[src/rtl/qk_mac_stage_if.sv]
// qk_mac_stage_if: q/k beat input, credit-gated score output and credit return
interface qk_mac_stage_if;
  logic       in_valid;
  logic       in_ready;
  logic [7:0] q_in;
  logic [7:0] k_in;
  logic       out_valid;
  logic [7:0] mac_result;
  logic       credit_return;
  logic       credit_err;
  modport master (
    output in_valid, q_in, k_in, credit_return,
    input  in_ready, out_valid, mac_result, credit_err
  );
  modport slave (
    input  in_valid, q_in, k_in, credit_return,
    output in_ready, out_valid, mac_result, credit_err
  );
endinterface

[src/rtl/qk_mac_stage.sv]
// qk_mac_stage: credit-gated Q0.7 dot-product with round-half-up and saturation
module qk_mac_stage #(
  parameter int VEC_LEN = 4,
  parameter int CREDITS = 2,
  parameter int ACC_W   = 16 + $clog2(VEC_LEN)
) (
  input logic          clk,
  input logic          rst_n,
  qk_mac_stage_if.slave bus
);
  localparam int BW = VEC_LEN > 1 ? $clog2(VEC_LEN) : 1;
  localparam int CW = $clog2(CREDITS + 1);
  localparam logic [CW-1:0] CMAX = CW'(CREDITS);
  localparam logic signed [ACC_W-1:0] MAXV = 127;
  localparam logic signed [ACC_W-1:0] MINV = -128;
  typedef enum logic {ACC, PEND} state_t;
  state_t                    state_q, state_d;
  logic signed [ACC_W-1:0]   acc_q, acc_d;
  logic        [BW-1:0]      beat_q, beat_d;
  logic        [CW-1:0]      cred_q, cred_d;
  logic        [7:0]         res_q, res_d;
  logic                      err_q, err_d;
  logic signed [15:0]        prod;
  logic signed [ACC_W-1:0]   sum, rnd;
  logic                      fire, last, issue, ret;
  always_comb begin
    prod    = $signed(bus.q_in) * $signed(bus.k_in);
    sum     = acc_q + ACC_W'(prod);
    rnd     = (sum + ACC_W'(64)) >>> 7;
    fire    = bus.in_valid && state_q == ACC;
    last    = beat_q == BW'(VEC_LEN - 1);
    issue   = state_q == PEND && cred_q != '0;
    ret     = bus.credit_return;
    state_d = fire && last ? PEND : issue ? ACC : state_q;
    acc_d   = fire ? (last ? '0 : sum) : acc_q;
    beat_d  = fire ? (last ? '0 : beat_q + BW'(1)) : beat_q;
    res_d   = fire && last ? (rnd > MAXV ? 8'h7f : rnd < MINV ? 8'h80 : rnd[7:0]) : res_q;
    cred_d  = issue && !ret ? cred_q - CW'(1) :
              !issue && ret && cred_q != CMAX ? cred_q + CW'(1) : cred_q;
    err_d   = err_q || (ret && !issue && cred_q == CMAX);
  end
  always_ff @(posedge clk) begin
    if (!rst_n) begin
      state_q <= ACC;
      acc_q   <= '0;
      beat_q  <= '0;
      cred_q  <= CMAX;
      res_q   <= '0;
      err_q   <= 1'b0;
    end else begin
      state_q <= state_d;
      acc_q   <= acc_d;
      beat_q  <= beat_d;
      cred_q  <= cred_d;
      res_q   <= res_d;
      err_q   <= err_d;
    end
  end
  assign bus.in_ready   = state_q == ACC;
  assign bus.out_valid  = issue;
  assign bus.mac_result = res_q;
  assign bus.credit_err = err_q;
endmodule

[src/flat_wrapper.sv]
// flat-port wrapper written by rule: the top's interface ports become plain ports
module qk_mac_stage_flat 
#(
  parameter int VEC_LEN = 4,
  parameter int CREDITS = 2,
  parameter int ACC_W   = 16 + $clog2(VEC_LEN)
)
  (clk, rst_n, bus_in_valid, bus_q_in, bus_k_in, bus_credit_return, bus_in_ready, bus_out_valid, bus_mac_result, bus_credit_err);
  qk_mac_stage_if bus_i ();
  input logic clk;
  input logic rst_n;
  input wire logic [$bits(bus_i.in_valid)-1:0] bus_in_valid;
  input wire logic [$bits(bus_i.q_in)-1:0] bus_q_in;
  input wire logic [$bits(bus_i.k_in)-1:0] bus_k_in;
  input wire logic [$bits(bus_i.credit_return)-1:0] bus_credit_return;
  output wire logic [$bits(bus_i.in_ready)-1:0] bus_in_ready;
  output wire logic [$bits(bus_i.out_valid)-1:0] bus_out_valid;
  output wire logic [$bits(bus_i.mac_result)-1:0] bus_mac_result;
  output wire logic [$bits(bus_i.credit_err)-1:0] bus_credit_err;
  assign bus_i.in_valid = bus_in_valid;
  assign bus_i.q_in = bus_q_in;
  assign bus_i.k_in = bus_k_in;
  assign bus_i.credit_return = bus_credit_return;
  assign bus_in_ready = bus_i.in_ready;
  assign bus_out_valid = bus_i.out_valid;
  assign bus_mac_result = bus_i.mac_result;
  assign bus_credit_err = bus_i.credit_err;
  qk_mac_stage #(.VEC_LEN(VEC_LEN), .CREDITS(CREDITS), .ACC_W(ACC_W)) u_core (.clk(clk), .rst_n(rst_n), .bus(bus_i));
endmodule
[config.mk]
export PLATFORM = sky130hd
export DESIGN_NAME = qk_mac_stage_flat
export DESIGN_NICKNAME = d
export VERILOG_FILES = /design/src/rtl/qk_mac_stage_if.sv /design/src/rtl/qk_mac_stage.sv /design/src/flat_wrapper.sv
export SDC_FILE = /design/constraint.sdc
export NUM_CORES = 1
export LEC_CHECK = 0
export ABC_AREA = 1
export ABC_CLOCK_PERIOD_IN_PS = 6300
export CORE_UTILIZATION = 62
export DETAILED_ROUTE_END_ITERATION = 12
export PLACE_DENSITY = 0.88
export SYNTH_ARGS = -nofsm -noshare
export SYNTH_HDL_FRONTEND = slang
export SYNTH_SLANG_ARGS = --single-unit
[constraint.sdc]
create_clock -name clk -period 6.3 [get_ports clk]
set_clock_uncertainty 0.15 [all_clocks]
set_input_delay 0.63 -clock clk [delete_from_list [all_inputs] [get_ports clk]]
set_output_delay 0.63 -clock clk [all_outputs]
set_load 0.01 [all_outputs]
After elaboration in Yosys (flattened, before gate mapping):

Index checks and enable logic that the tools add are counted.

* register bits after elaboration: 32
* bits of input ports: 20
* output and inout bits: 11
* logic and storage cells: 39

* add/sub/neg operators: 5
* $mul: 1
* magnitude comparators: 2
* eq/ne operators: 3
* mux-type cells: 8
* bitwise logic cells: 1
* reduce and logical (&&, ||, !) cells: 13

Operators with widths (count)
* 18-bit by 16-bit adder with 18-bit output: 1
* 18-bit by 8-bit adder with 18-bit output, second input constant: 1
* 18-bit two-way mux: 1
* 8-bit by 8-bit multiplier with 16-bit output: 1
* 8-bit two-way mux: 2
* 11-bit by 8-bit > comparator with 1-bit output, second input constant: 1
* 11-bit by 8-bit < comparator with 1-bit output, second input constant: 1
* 1-bit logical AND: 7
* 2-bit two-way mux: 3
* 2-bit nonzero test: 3
* 2-bit by 1-bit adder with 2-bit output, second input constant: 2
* 2-bit == test, second input constant: 2
* 1-bit zero test: 2
* 1-bit two-way mux: 2
* 2-bit inequality test, second input constant: 1
* 2-bit by 1-bit subtractor with 2-bit output, second input constant: 1
* 1-bit logical OR: 1
* 1-bit inverter: 1

Depth between registers and ports, before layout:

Gate-level depths: netlist of the first run.

* word-level depth: 7
* mapped depth: 30
* gate-level depth less buffers: 29

Worst setup path before layout of the first run:

OpenSTA, ideal clock, no wires.

* path kind: in2reg
* start: in bus_k_in[7]
* end: reg u_core.res_q[1] (netlist: u_core.bus.mac_result[1])
* library setup time: 122 ps
* arrival time: 5449 ps
* data required time: 6028 ps
* setup slack: 578 ps
* stages: 25
* path buffers: 0
* path through: clkinv_1 -> or2_2 -> fa_1 -> fa_1 -> inv_1 -> fa_1 -> fa_1 -> fa_1 -> ha_1 -> nand2_2 -> inv_1 -> nand2_1 -> nand2_1 -> nand2_1 -> nand3_1 -> nand2_1 -> nand2_1 -> nor2_4 -> inv_1 -> nor2_2 -> nand3_1 -> nand2_1 -> nand2_2 -> a21oi_2 -> a21oi_1

* cells in the longest elaborated chain, start to end: 6
* elaborated cells on any way between the ends: 7
* classes of those cells: 2 x add/sub; 1 x mul; 2 x order compare; 2 x mux

Ends and longest elaborated chain
* start: declaration: RTL line flat_wrapper.sv:14 `input wire logic [$bits(bus_i.k_in)-1:0] bus_k_in;`
* 8-bit by 8-bit multiplier with 16-bit output *: RTL line qk_mac_stage.sv:27 `prod = $signed(bus.q_in) * $signed(bus.k_in);`
* 18-bit by 16-bit adder with 18-bit output *: RTL line qk_mac_stage.sv:28 `sum = acc_q + ACC_W'(prod);`
* 18-bit by 8-bit adder with 18-bit output *: RTL line qk_mac_stage.sv:29 `rnd = (sum + ACC_W'(64)) >>> 7;`
* 11-bit by 8-bit < comparator with 1-bit output: RTL line qk_mac_stage.sv:37 `res_d = fire && last ? (rnd > MAXV ? 8'h7f : rnd < MINV ? 8'h80 : rnd[7:0]) : res_q;`
* 8-bit two-way mux: RTL line qk_mac_stage.sv:37
* 8-bit two-way mux *: RTL line qk_mac_stage.sv:37
* end signal: assignment: RTL line qk_mac_stage.sv:55 `res_q <= res_d;`
* end: declaration: RTL line qk_mac_stage.sv:21 `logic [7:0] res_q, res_d;`

Mark *: on every way between the ends. The rest lies on a longest branch, timed or not.
A chain may end at the register's enable or synchronous reset.

Final worst setup path of the first run:

* start: in bus_k_in[7]
* end: reg u_core.res_q[2] (netlist: u_core.bus.mac_result[2])

Same word-level chain as after synthesis.

==> results.tsv, run 1 <==
stage	metric	value	unit
detailed_routing	vias	4662	
synth	ys_seq_area_share	12.5	%
clock_network	clkTransAtPathRegs	0.07	ns
placed_design	place_congestion	0.893	
setup_path	criticalPathCategory	in -> reg	
floorplanning	die_x	93.0	um
grt	grtUsageMet1	37.3	%
synth	synth-seq-cells	32	
detailed_routing	drc_errors	0	
sta	fin_crit	6.08	ns
synth	synth_top_area_share	31.2	%
floorplanning	start_util	65.1	%
grt	grt_usage	30.9	%
sta	finalSetupViolations	0	
synth	yosysUniqueCellTypes	31	
synth	synthCells	704	
detailed_routing	via_per_inst	5.36	
setup_path	cpPeakStageDelay	0.59	ns
sta	relSlewSlack	15.3	%
clock_network	tritoncts	yes	
clock_network	clockBufferDepth	2	
layout	antennaDiodeCount	0	
detailed_routing	wire_per_inst	14.5	um
setup_path	cp_max_fo	5	
setup_path	path_buf_inv	3	
clock_network	htree_levels	2	
placed_design	dp_hpwl	10.5	mm
sta	finalCritPeriodShare	96.5	%
worst_hold_path	min_path_type	reg -> reg	
detailed_routing	ant_nets	0	
clock_network	holdBufCountCts	0	
clock_network	clk_latency	0.29	ns
detailed_routing	drt-initial-drc-count	267	
layout	layout-drive-gt1-share	12.1	%
sta	hold_viol	0	
synth	synth_nets	848	
detailed_routing	totalWireLength	12.6	mm
setup_path	worstPathRequired	6.31	ns
synth	yosys-top-cells-area	fa_1 31%, nand2_1 14%, inv_1 13%, dfxtp_1 12%, ha_1 11%	
grt	grt_max_degree	23	
floorplanning	die_area	8650	um2
layout	area_growth	16.7	%
sta	worst_pin_slew	1.27	ns
placed_design	io_buffers	30	
grt	grt.met2_usage	57.4	%
synth	synth.largest_area_cell	fa_1	
synth	syn_area_per_cell	7.30	um2
setup_path	critPathTopFamily	adder cells	
grt	gr-total-overflow	0	
floorplanning	io_pins	31	
floorplanning	fp.dieH	93.0	um
setup_path	cp-start-kind	input pin	
sta	worst_slack	0.223	ns
floorplanning	coreArea	7890	um2
synth	synth_edf_count	0	
grt	grt_pass1_wl	20.9	mm
synth	synth_area	5140	um2
placed_design	pre_cts_slack	-0.180	ns
clock_network	cts-buffers-inserted	5	
synth	synth_warnings	0	
detailed_routing	first_pass_iters	6	
flow_run	drv_cap	0	
grt	use_met3	3.82	%
layout	nets	910	
synth	synth_flop_cell	dfxtp_1	
synth	netlist_top_cells_count	189 x nand2_1, 174 x inv_1, 80 x fa_1	
grt	busiest_layer	met2	
setup_path	crit_arrival	6.09	ns
setup_path	critPathCaptureType	register	
sta	fmax	165	MHz
floorplanning	row_count	32	
setup_path	crit_slowest_cell	fa_1	
synth	synth-async-reset-ratio	0	%
clock_network	cts_sinks	32	
setup_path	crit_chain	clkdlybuf4s50_1 -> clkinv_1 -> or2_2 -> fa_1 -> fa_1 -> inv_1 -> fa_1 -> fa_1 -> fa_1 -> ha_4 -> xor2_2 -> ha_1 -> nand3_1 -> nor2_1 -> nand2_1 -> nor2_4 -> nand4_1 -> nand2_1 -> nand3_1 -> a21oi_2 -> a21oi_1	
sta	slew_viol_final	0	
grt	grt_pass1_vias	4684	
synth	synthMostInstantiatedCell	nand2_1	
setup_path	crit_top_cell	fa_1	
clock_network	root_buffer	clkbuf_8	
outcome	run_status	completed	
grt	antenna_found_initial	0	
## timing repair
item                       CTS  global route
setup buffers                0             7
gates resized for setup      0            23
setup endpoints to repair    0             8
## layout make-up
class / instances / area [um2]
Inverter: 177 / 668
Multi-Input combinational cell: 474 / 3810
Clock inverter: 3 / 18.8
Fill cell: 541 / 1890
Timing Repair Buffer: 76 / 661
Tap cell: 102 / 128
Sequential cell: 32 / 641
Clock buffer: 5 / 68.8
## cell usage in the layout (no fill, tap or decap), types with 2 or more instances in the layout
cell and n:
a21oi_1 32, a21oi_2 3, buf_4 46, clkbuf_8 5, clkdlybuf4s50_1 24, clkinv_2 2, dfxtp_1 32, dlymetal6s2s_1 6
fa_1 80, ha_1 41, ha_2 2, inv_1 173, inv_2 2, nand2_1 181, nand2_2 14, nand3_1 35
nand3_2 2, nand3b_1 4, nand4_1 12, nor2_1 26, nor2_2 6, nor2_4 3, o21ai_0 17, or2_2 2
xnor2_1 3
## routing by layer
layer	vias to the layer above	part of all wire [%]	routed length (um)
met5	-	0	0
met4	0	3.1	393
met3	41	4.9	612
met2	177	52	6550
met1	2213	40	5060
li1	2231	-	-
## state kept, by name, summed over array words and instances, names as in the netlist
name                   cells
u_core.cred_q              2
u_core.bus.mac_result      8
u_core.state_q             1
u_core.bus.credit_err      1
u_core.acc_q              18
u_core.beat_q              2
## worst min-delay path, cell delays in order, from the launching register on
cell and delay, ns:
dfxtp_1 0.32, inv_1 0.05, a21oi_1 0.05
## cell families (layout without fill, tap and decap cells)
group                      count (synthesis)  after routing  synth area share [%]
and+or+nand+nor                          287            287                  24.1
DFF                                       32             32                  12.5
buffers and inverters                    198            261                  14.5
xor gates and xnor gates                   5              5                 0.999
AOI/OAI and AO/OA                         58             58                  6.04
adders and majority gates                124            124                  41.9
## final timing paths
kind	startpoint	endpoint	slack, ns	cells past startpoint
worst max-delay path	bus_k_in[7]	u_core.bus.mac_result[2]$_SDFFE_PN0P_	0.22	21
worst min-delay path	u_core.bus.credit_err$_SDFF_PN0_	u_core.bus.credit_err$_SDFF_PN0_	0.31	2
worst max register to register	u_core.acc_q[6]$_SDFFE_PN0P_	u_core.bus.mac_result[2]$_SDFFE_PN0P_	0.94	23
worst min register to register	u_core.bus.credit_err$_SDFF_PN0_	u_core.bus.credit_err$_SDFF_PN0_	0.31	2
## stage by stage
stage	utilization (%)	setup TNS, ns	instances	area, um2	hold WS, ns
floorplan	-	0	704	5140	0.295
global placement	73.3	-0.466	854	5780	0.288
detailed placement	73.3	-1.18	854	5780	0.297
CTS	74.4	0	862	5870	0.311
global route	76.0	-0.318	869	6000	0.340
finish	76.0	0	869	6000	0.314
Power of run 1 is left out: the tool's default activity adds up to more than one toggle a clock period on the data nets, which glitch-free logic cannot reach.
==> inputs of run 2 (changes only) <==
--- a/constraint.sdc
+++ b/constraint.sdc
@@ -3,3 +3,3 @@
 set_input_delay 0.63 -clock clk [delete_from_list [all_inputs] [get_ports clk]]
 set_output_delay 0.63 -clock clk [all_outputs]
-set_load 0.01 [all_outputs]
+set_load 0.02 [all_outputs]
==> results of run 2 <==
Same layout as run 1: the final DEF is identical, and so are final timing and power.
Power of run 2 is left out for the same reason.
==> RTL change (settings of run 2) <==
`res_q` no longer has a reset.
--- a/src/rtl/qk_mac_stage.sv
+++ b/src/rtl/qk_mac_stage.sv
@@ -45,16 +45,18 @@
       acc_q   <= '0;
       beat_q  <= '0;
       cred_q  <= CMAX;
-      res_q   <= '0;
       err_q   <= 1'b0;
     end else begin
       state_q <= state_d;
       acc_q   <= acc_d;
       beat_q  <= beat_d;
       cred_q  <= cred_d;
-      res_q   <= res_d;
       err_q   <= err_d;
     end
+  end
+
+  always_ff @(posedge clk) begin
+    res_q <= res_d;
   end
   assign bus.in_ready   = state_q == ACC;
   assign bus.out_valid  = issue;
Function: changed (a bounded check fails within 10 cycles, from zero or initial values and one cycle with rst_n low; the reset may be asserted at any time).
==> RTL change against run 2 <==
- non-clock buffer count decreased by 16
- routed wire length shrank 4.3%
- sequential share of layout area rose by 1.2 points
- register-to-register slack got worse by 70 ps
- worst setup slack improved by 66 ps
- count of clock-buffer cells in the layout is 1 higher
- final cell count shrank 2.4%
- largest cell class unchanged
- design area grew 1.1%
- sequential cell count did not move
- critical path depth increased by 1
- synthesized area is 2.8% higher
Power is not shown: default switching activity piles up to over one toggle a cycle in this logic, so the estimate is an artifact.
==> RTL change: results (changes against run 2) <==
share of layout cells above drive strength 1 - 13.19% (was 12.13%)
inverters - 180 (was 177)
final wirelength - 12.08 mm (was 12.61 mm)
post-synthesis compound-gate area fraction - 3.412% (was 6.040%)
average cell area after synthesis - 7.597 µm² (was 7.297 µm²)
fillers - 610 (was 541)
Layout clock area frac - 1.528% (was 1.461%)
First-pass DRT Iterations - 4 (was 6)
vias - 4,403 (was 4,662)
Worst Tran Pin Value - 833.6 ps (was 1266 ps)
number of synthesized flops with an enable pin - 8 (was 0)
WL met3 - 517 µm (was 612 µm)
status - finished clean (unchanged)
1st-iter DRT viols - 204 (was 267)
Layout Nets - 886 (was 910)
worst slack, placed - -174.7 ps (was -180.2 ps)
DR WL met2 - 6.542 mm (was 6.548 mm)
adder-cell share of the synthesized area - 40.76% (was 41.89%)
post-synthesis mux area share - 0.2133% (was 0%)
Reg2Reg Setup Slack - 870 ps (was 940 ps)
GRT Overall Usage - 30.23% (was 30.91%)
multi-input gates - 463 (was 474)
vias in the first global route - 4,824 (was 4,684)
synth top area cells - fa_1 (30%), nand2_1 (13%), inv_1 (12%) (was fa_1 (31%), nand2_1 (14%), inv_1 (13%))
multi-input combinational area share - 63.97% (was 63.56%)
sequential share of the synthesized area - 13.65% (was 12.47%)
hpwl dp - 10.41 mm (was 10.49 mm)
Vias/cell - 5.192 (was 5.365)
Post-Route M1 WL - 4.679 mm (was 5.059 mm)
Cell variety after synth - 29 (was 31)
Post-Syn Nets - 839 (was 848)
R2R cell count - 24 (was 23)
register area - 720.7 µm² (was 640.6 µm²)
crit path DAT - 5900 ps (was 6090 ps)
-- RTL change: cell types whose count changed in the layout (fill, tap and decap cells not counted), sizes merged, moves of 2 or more --
| cell | run 2 | this run |
|---|---|---|
| buf | 46 | 30 |
| a21oi | 36 | 27 |
| nand4 | 12 | 16 |
| nor2 | 35 | 40 |
| nand3 | 37 | 21 |
| or2 | 2 | 4 |
| xor2 | 2 | 6 |
| edfxtp | 0 | 8 |
| o21ai | 17 | 4 |
| nand3b | 4 | 2 |
| xnor2 | 3 | 6 |
| nand2 | 196 | 209 |
| dfxtp | 32 | 24 |
| inv | 175 | 179 |
-- RTL change: worst max path at each step --
stage,startpoint,endpoint,slack (ps),cells after the start
after floorplan,bus_k_in[7],u_core.bus.mac_result[0],440,21
after global routing,bus_k_in[7],u_core.bus.mac_result[5],1,22
final,bus_k_in[7],u_core.bus.mac_result[0],290,22
after CTS,bus_k_in[7],u_core.bus.mac_result[0],100,22
after global placement,bus_k_in[7],u_core.bus.mac_result[4],-10,22
after detailed placement,bus_k_in[7],u_core.bus.mac_result[0],-170,22
-- RTL change: critical path, delay by kind of cell --
| family | cells | cell delay [ps] |
|---|---|---|
| fa+ha+maj | 7 | 3170 |
| simple gates | 9 | 1110 |
| buf+inv | 4 | 640 |
| xor+xnor | 2 | 350 |
-- RTL change: routing by layer --
layer	vias up	global-route usage, %
met2	109	57.55
met3	30	4.369
met4	0	10.51
met1	2135	33.81
met5	-	0
li1	2129	-
-- RTL change: cells by family after synthesis --
| group | after synthesis |
|---|---|
| AND/OR/NAND/NOR | 292 |
| AO/OA/AOI/OAI | 34 |
| multiplexers | 1 |
| flip-flops | 32 |
| adder cells (fa/ha/maj) | 124 |
| buffers and inverters | 200 |
| XOR/XNOR | 12 |
